===== config.mk =====
export PLATFORM = sky130hd
export DESIGN_NAME = ula_bcd_display
export DESIGN_NICKNAME = d
export VERILOG_FILES = /design/src/rtl/ula_pkg.sv /design/src/rtl/ula_seg7_dec.sv /design/src/rtl/ula_bcd_display.sv
export SDC_FILE = /design/constraint.sdc
export NUM_CORES = 1
export LEC_CHECK = 0
export ABC_AREA = 1
export BUFFER_PORTS_ARGS = -buffer_cell sky130_fd_sc_hd__buf_2
export CAP_MARGIN = 20
export CORE_AREA = 8 8 77 112
export DETAILED_ROUTE_END_ITERATION = 6
export DIE_AREA = 0 0 85 120
export PLACE_DENSITY_LB_ADDON = 0.2
export SLEW_MARGIN = 0
export SYNTH_ARGS = -nofsm -noshare
export SYNTH_HDL_FRONTEND = slang
export SYNTH_SLANG_ARGS = --single-unit

===== constraint.sdc =====
create_clock -name clk -period 2.7 [get_ports clk]
set_clock_uncertainty 0.2 [all_clocks]
set_input_delay 0.405 -clock clk [delete_from_list [all_inputs] [get_ports clk]]
set_output_delay 0.405 -clock clk [all_outputs]
set_load 0.01 [all_outputs]

===== src/rtl/ula_pkg.sv =====
// ---------------------------------------------------------------------------
// ula_pkg
// Shared definitions for the ULA display path:
//   - ULA_W     : width of the ULA result bus (default binary input width)
//   - state_t   : states of the BCD conversion FSM
//   - SEG_*     : active-high 7-segment patterns, bit order {g,f,e,d,c,b,a}
// ---------------------------------------------------------------------------
package ula_pkg;

    localparam int ULA_W = 9;

    typedef enum logic [1:0] {
        IDLE  = 2'd0,
        SHIFT = 2'd1,
        DONE  = 2'd2
    } state_t;

    // Active-high patterns; the decoder inverts them for active-low boards.
    localparam logic [6:0] SEG_0     = 7'h3F;
    localparam logic [6:0] SEG_1     = 7'h06;
    localparam logic [6:0] SEG_2     = 7'h5B;
    localparam logic [6:0] SEG_3     = 7'h4F;
    localparam logic [6:0] SEG_4     = 7'h66;
    localparam logic [6:0] SEG_5     = 7'h6D;
    localparam logic [6:0] SEG_6     = 7'h7D;
    localparam logic [6:0] SEG_7     = 7'h07;
    localparam logic [6:0] SEG_8     = 7'h7F;
    localparam logic [6:0] SEG_9     = 7'h6F;
    localparam logic [6:0] SEG_BLANK = 7'h00;

endpackage


===== src/rtl/ula_seg7_dec.sv =====
// ---------------------------------------------------------------------------
// ula_seg7_dec
// Purely combinational BCD digit to 7-segment decoder.
// Ports:
//   bcd_digit  in  4   BCD digit (10..15 blank the display)
//   seg        out 7   segment pattern {g,f,e,d,c,b,a}
// Parameter SEG_ACTIVE_LOW selects output polarity (1: lit segment = 0).
// ---------------------------------------------------------------------------
module ula_seg7_dec
    import ula_pkg::*;
#(
    parameter bit SEG_ACTIVE_LOW = 1'b1
) (
    input  logic [3:0] bcd_digit,
    output logic [6:0] seg
);

    logic [6:0] seg_high;

    always_comb begin
        seg_high = SEG_BLANK;
        case (bcd_digit)
            4'd0:    seg_high = SEG_0;
            4'd1:    seg_high = SEG_1;
            4'd2:    seg_high = SEG_2;
            4'd3:    seg_high = SEG_3;
            4'd4:    seg_high = SEG_4;
            4'd5:    seg_high = SEG_5;
            4'd6:    seg_high = SEG_6;
            4'd7:    seg_high = SEG_7;
            4'd8:    seg_high = SEG_8;
            4'd9:    seg_high = SEG_9;
            default: seg_high = SEG_BLANK;
        endcase
    end

    assign seg = SEG_ACTIVE_LOW ? ~seg_high : seg_high;

endmodule


===== src/rtl/ula_bcd_display.sv =====
// ---------------------------------------------------------------------------
// ula_bcd_display
// Converts the ULA result to BCD with a sequential double-dabble (one bit per
// clock) and drives one 7-segment pattern per digit.
// Ports:
//   clk        in   1            system clock, rising edge
//   CLR        in   1            synchronous active-high reset
//   s_in       in   W_IN         unsigned value, sampled only on acceptance
//   s_valid    in   1            s_in valid; accepted when s_valid && ready
//   ready      out  1            idle, able to accept a new value
//   bcd        out  4*N_DIGITS   registered result, [3:0] = units
//   bcd_valid  out  1            one-cycle pulse when bcd is updated
//   seg        out  7*N_DIGITS   segment patterns, same digit order as bcd
// Latency: acceptance at edge E0, result and pulse at edge E0+W_IN.
// ---------------------------------------------------------------------------
module ula_bcd_display
    import ula_pkg::*;
#(
    parameter int W_IN           = ULA_W,
    parameter int N_DIGITS       = 3,
    parameter bit SEG_ACTIVE_LOW = 1'b1
) (
    input  logic                  clk,
    input  logic                  CLR,
    input  logic [W_IN-1:0]       s_in,
    input  logic                  s_valid,
    output logic                  ready,
    output logic [4*N_DIGITS-1:0] bcd,
    output logic                  bcd_valid,
    output logic [7*N_DIGITS-1:0] seg
);

    localparam int BCD_W = 4 * N_DIGITS;
    localparam int CNT_W = $clog2(W_IN + 1);
    localparam logic [CNT_W-1:0] CNT_LAST = CNT_W'(W_IN - 1);

    state_t            state_reg,  state_next;
    logic [W_IN-1:0]   bin_sh_reg, bin_sh_next;
    logic [BCD_W-1:0]  bcd_sh_reg, bcd_sh_next;
    logic [CNT_W-1:0]  cnt_reg,    cnt_next;
    logic [BCD_W-1:0]  bcd_reg,    bcd_next;

    // Add-3 correction: a digit is at most 9 here, so the corrected value is
    // at most 12 and always fits in 4 bits.
    logic [BCD_W-1:0]       bcd_adj;
    logic [BCD_W+W_IN-1:0]  dd_shift;

    genvar gi;
    generate
        for (gi = 0; gi < N_DIGITS; gi++) begin : g_adj
            assign bcd_adj[gi*4 +: 4] = (bcd_sh_reg[gi*4 +: 4] >= 4'd5)
                                      ? (bcd_sh_reg[gi*4 +: 4] + 4'd3)
                                      :  bcd_sh_reg[gi*4 +: 4];
        end
    endgenerate

    assign dd_shift = {bcd_adj, bin_sh_reg} << 1;

    always_ff @(posedge clk) begin
        if (CLR) begin
            state_reg  <= IDLE;
            bin_sh_reg <= '0;
            bcd_sh_reg <= '0;
            cnt_reg    <= '0;
            bcd_reg    <= '0;
        end else begin
            state_reg  <= state_next;
            bin_sh_reg <= bin_sh_next;
            bcd_sh_reg <= bcd_sh_next;
            cnt_reg    <= cnt_next;
            bcd_reg    <= bcd_next;
        end
    end

    always_comb begin
        state_next  = state_reg;
        bin_sh_next = bin_sh_reg;
        bcd_sh_next = bcd_sh_reg;
        cnt_next    = cnt_reg;
        bcd_next    = bcd_reg;
        ready       = 1'b0;
        bcd_valid   = 1'b0;

        case (state_reg)
            IDLE: begin
                ready = 1'b1;
                if (s_valid) begin
                    bin_sh_next = s_in;
                    bcd_sh_next = '0;
                    cnt_next    = '0;
                    state_next  = SHIFT;
                end
            end
            SHIFT: begin
                bcd_sh_next = dd_shift[BCD_W+W_IN-1:W_IN];
                bin_sh_next = dd_shift[W_IN-1:0];
                cnt_next    = cnt_reg + CNT_W'(1);
                // The last shift's result goes straight into bcd on the same
                // edge, so bcd and the pulse appear together.
                if (cnt_reg == CNT_LAST) begin
                    bcd_next   = dd_shift[BCD_W+W_IN-1:W_IN];
                    state_next = DONE;
                end
            end
            DONE: begin
                bcd_valid  = 1'b1;
                state_next = IDLE;
            end
            default: begin
                state_next = IDLE;
            end
        endcase
    end

    assign bcd = bcd_reg;

    generate
        for (gi = 0; gi < N_DIGITS; gi++) begin : g_seg
            ula_seg7_dec #(
                .SEG_ACTIVE_LOW (SEG_ACTIVE_LOW)
            ) u_dec (
                .bcd_digit (bcd_reg[gi*4 +: 4]),
                .seg       (seg[gi*7 +: 7])
            );
        end
    endgenerate

endmodule


# Word level (Yosys, flattened, before mapping)

Memories as Yosys holds them, arrays and structs flattened. A register that Yosys moved wholly into a read port is not among the register bits.
Index checks and enable logic that the tools add are counted.

Memory bits (read-only): 336
Output and inout port bits: 35
Memories: 3
Register bits: 39
Word-level logic and storage cells: 48

Memories:

| memory          | words | bits a word | read ports | clocked after Yosys merged registers in | write ports | line               | RTL |
|---|---|---|---|---|---|---|---|
| (no name shown) | 16    | 7           | 1          | 1                                       | 0           | ula_seg7_dec.sv:22 | `case (bcd_digit)` |
| (no name shown) | 16    | 7           | 1          | 1                                       | 0           | ula_seg7_dec.sv:22 |  |
| (no name shown) | 16    | 7           | 1          | 1                                       | 0           | ula_seg7_dec.sv:22 |  |

Eq/ne operators: 5
Reduce and logical (&&, ||, !) cells: 5
Order comparisons: 3
Muxes and demuxes: 20
Add/subtract/negate cells: 4
Bitwise logic cells: 3

Operator list:

| kind                | number |
|---|---|
| $mux 4              | 9 |
| $pmux 12 s2         | 1 |
| $not 7->7           | 3 |
| $pmux 9 s2          | 1 |
| $ge 4x3->1 const B  | 3 |
| $mux 12             | 1 |
| $mux 9              | 1 |
| $add 4x2->4 const B | 2 |
| $pmux 4 s2          | 1 |
| $reduce_and 2->1    | 3 |
| $add 4x1->4 const B | 1 |
| $eq 4x4->1 const B  | 1 |
| $mux 2              | 2 |
| $ne 2x2->1 const B  | 2 |
| $pmux 2 s2          | 1 |
| $add 3x2->3 const B | 1 |
| $mux 3              | 1 |
| $eq 2x1->1 const B  | 1 |
| $eq 2x2->1 const B  | 1 |
| $logic_not 2->1     | 1 |
| $mux 1              | 2 |
| $reduce_bool 2->1   | 1 |

# Logic depth before layout (Yosys ltp)

Depth after elaboration: 4
Mapped depth: 15

# Hierarchy

Synthesis repeated with hierarchy kept, for this count alone.

Cells, all modules: 370
Area total of the unflattened synthesis: 2441.1 um^2

Modules (own cells, without submodules):

| module          | area each (um^2) | times used | cells each |
|---|---|---|---|
| ula_bcd_display | 1915.6           | 1          | 274 |
| ula_seg7_dec    | 175.2            | 3          | 32 |

# Worst setup path after synthesis

OpenSTA, ideal clock, no wires.

Path type: register to register
From: reg cnt_reg[0]
To: reg g_seg[1].u_dec.seg_high[1] (netlist name)
Path buffers: 1
Required time: 2384 ps
Arrival time: 1824 ps
Cell stages (with the launch flop): 13
Library setup time: 116 ps
Slack: 559 ps
Clock period less this slack: 2141 ps
Cell sequence: dfxtp_1 > inv_1 > ha_1 > nand3_1 > nor2_8 > buf_6 > nor2_1 > nor2_1 > nand2_1 > inv_1 > ha_1 > o21ai_1 > nand2_1

Longest elaborated chain between the ends: 4

RTL lines:

| what                           | line                   | RTL |
|---|---|---|
| start, declared                | ula_bcd_display.sv:40  | `logic [CNT_W-1:0] cnt_reg, cnt_next;` |
| start signal, assigned         | ula_bcd_display.sv:70  | `cnt_reg <= cnt_next;` |
| $eq 4x4->1                     | ula_bcd_display.sv:100 | `if (cnt_reg == CNT_LAST) begin` |
| $reduce_and 2->1 (no line)     | --                     |  |
| $mux 4 (no line) (2 in series) | --                     |  |

No other way between the ends.
A chain may end at the register's enable or synchronous reset.

# Final worst setup path

From: reg cnt_reg[0]
To: reg g_seg[0].u_dec.seg_high[5] (netlist name)

Longest elaborated chain between the ends: 4

RTL lines:

| what                           | line |
|---|---|
| $eq 4x4->1                     | ula_bcd_display.sv:100 |
| $reduce_and 2->1 (no line)     | -- |
| $mux 4 (no line) (2 in series) | -- |

No other way between the ends.

==> results.py <==
metrics = {
    "drt": {
        "drt-total-wl_microns": 6349,
        "post_drt_wl_per_cell_microns": 11.08,
        "via_count": 2659,
        "drt_iter0_drc": 138,
        "ant_nets": 0,
        "via_per_inst": 4.640,
        "drcViolationCount": 0,
        "first_pass_iters": 4,
    },
    "timing": {
        "hold_viol": 0,
        "tightest_slew_ns": 0.7192,
        "max_slew_margin_pct": 52.00,
        "whs_ns": 0.1130,
        "setup_viol": 0,
        "rsz0062_at_grt": "false",
        "setup-tns-final_ns": 0,
        "fin_crit_sh_pct": 85.10,
        "fin_crit_ns": 2.298,
        "maxSlewViolCount": 0,
        "max_freq_mhz": 435.2,
    },
    "floorplan": {
        "core_area_sq_mm": 0.007084,
        "rows": 38,
        "die_h_microns": 120,
        "die_w_microns": 85,
        "dieArea_sq_mm": 0.01020,
        "start_util_pct": 43.92,
        "io_pins": 47,
    },
    "synth": {
        "ys_warn_count": 0,
        "synthCells": 438,
        "avgSynthCellArea_sq_um": 7.104,
        "ys_seq_area_share_pct": 38.60,
        "ys_ff_latch": 60,
        "synthesis.nets": 476,
        "synth.distinct_cells": 32,
        "syn-cell-area_sq_mm": 0.003112,
    },
    "final_layout": {
        "synthToLayoutAreaGrowth_pct": 14.80,
        "largest_reg_flops": 21,
        "drive_above_1_share_pct": 18.05,
        "diodes": 0,
        "num-nets-final": 526,
        "post-route-cell-area_sq_mm": 0.003572,
    },
    "worst_setup_path": {
        "crit_top_cell": "nand2_1",
        "r2r_cells": 14,
        "endpoint_kind": "flip-flop",
        "cpPeakStageDelay_ns": 0.34,
        "crit_slowest_cell": "dfxtp_1",
        "start_kind": "flip-flop",
        "path_class": "reg2reg",
        "critical_path_arrival_ns": 2.34,
        "path_cells": "inv_1 -> ha_1 -> nand2_1 -> nor2_1 -> nand2_4 -> nand2_1 -> o21ai_0 -> nor2_1 -> inv_1 -> ha_1 -> nand2_1 -> nand2_1 -> nand2_1 -> nand2_1",
        "worstPathMaxFanout": 9,
        "crit_required_ns": 2.74,
    },
    "clock_tree": {
        "clockBufferDepth": 2,
        "h-tree-depth": 3,
        "postCtsHoldBufs": 0,
        "numCtsBuffers": 9,
        "cts_tree": "yes",
        "path_clk_slew_ns": 0.07,
        "cts_num_sinks": 60,
        "post_cts_buffers": 0,
        "ctsRootBufferMaster": "clkbuf_8",
        "ctsResizeCount": 0,
        "clock_latency_ns": 0.35,
    },
    "power_and_ir_drop": {
        "p_per_area_mw_per_mm2": 470.1,
        "vdd_drop_max_uv": 290.7,
        "power_leakage_nw": 1.972,
    },
    "worst_hold_path": {
        "whs_path_depth": 3,
        "min_path_type": "in2reg",
    },
    "placement": {
        "dpl_cell_area_sq_mm": 0.003403,
        "port_buffers": 46,
        "hpwl_microns": 4566,
        "place_congestion": 0.8116,
    },
    "grt": {
        "gr-total-overflow": 0,
        "grt_pass1_vias": 2584,
        "grt_start_max_net_pins": 24,
        "antenna_found_initial": 0,
        "grt_use_total_pct": 13.44,
        "grt_first_pass_wirelength_microns": 10980,
    },
    "job": {
        "max_cap_violations": 0,
    },
    "outcome": {
        "status": "completed",
    },
}
cell usage after synthesis (all sizes together):
cell    count  area share [%]
dfxtp      60              39
clkbuf      5            0.60
o211ai      1            0.40
a211oi      1            0.24
buf         5             1.4
nor2       20             3.4
inv        77             9.3
o21bai      2            0.48
a21oi      23             4.4
clkinv      2            0.28
or2         1            0.20
ha         26              10
o21ai      15             2.7
nand4       7             1.4
nand3      25             4.3
nand2     159              20
a31oi       4            0.80
a22oi       2            0.48
nand3b      3            0.72
path summary, 6_finish.rpt:
| path | startpoint | endpoint | slack, ns |
|---|---|---|---|
| min reg2reg | bcd_sh_reg[7] | bcd_sh_reg[7] | 0.26 |
| max reg2reg | cnt_reg[0] | g_seg[0].u_dec.seg_high[5] | 0.40 |
| max | cnt_reg[0] | g_seg[0].u_dec.seg_high[5] | 0.40 |
| min | s_in[0] | bin_sh_reg[0] | 0.11 |
power breakdown:
part	leakage (nW)	switching [W]	internal (W)	total, W
Combinational	1.40	0.0000499	0.0000242	0.0000741
Sequential	0.486	0.00000860	0.000896	0.000905
Clock	0.0889	0.000349	0.000351	0.000700
Total	1.97	0.000408	0.00127	0.00168
critical path, delay by kind of cell, from the launching register on:
family / cells / cell delay (ns)
compound gates: 1 / 0.09
fa+ha+maj: 2 / 0.38
flops: 1 / 0.34
buf+inv: 2 / 0.20
simple gates: 9 / 0.96
routing by layer:
layer	vias up	share of wire, %	track usage, %
li1	1446	-	-
met1	1161	43	13.18
met2	42	51	24.58
met3	10	4.9	4.586
met4	0	1.8	6.159
met5	-	0	0
metrics by stage:
step	setup slack, ns	total power [W]	util, %	instances
global route	0.1471	0.001752	50.42	573
global placement	0.4894	0.0009984	48.04	557
detailed placement	0.4000	0.001000	48.04	557
finish	0.4022	0.001679	50.42	573
CTS	0.3774	0.001712	50.42	573
floorplan	0.5593	0.0009728	-	438
cells by family after synthesis:
group	share of synthesized area (%)
flops	38.60
fa+ha+maj	10.45
simple gates	29.92
compound gates	9.489
buf+inv	11.54
layout make-up:
class | count | area (sq um)
clock buffer | 11 | 141.4
inverter | 79 | 297.8
multi-input combinational | 289 | 1551
fill | 726 | 3512
sequential | 60 | 1201
tap | 80 | 100.1
clock inverter | 5 | 27.53
timing repair buffer | 49 | 252.7
cells in the final DEF (no fill, tap or decap), types with 2 or more instances in the layout:
cell / n
nand2_4: 2
inv_1: 70
o21ai_0: 8
nor2_1: 17
inv_2: 7
o21bai_1: 2
nand2_1: 155
a22oi_1: 2
dfxtp_1: 60
nand3_1: 23
nand3_2: 2
nor2_4: 2
a21oi_2: 3
buf_2: 46
o21ai_2: 2
nand2_2: 2
clkbuf_8: 10
ha_1: 26
clkinv_2: 5
o21ai_1: 5
a31oi_1: 4
nand4_1: 7
nand3b_1: 3
buf_4: 3
a21oi_1: 19
(Power assumes the default switching activity.)
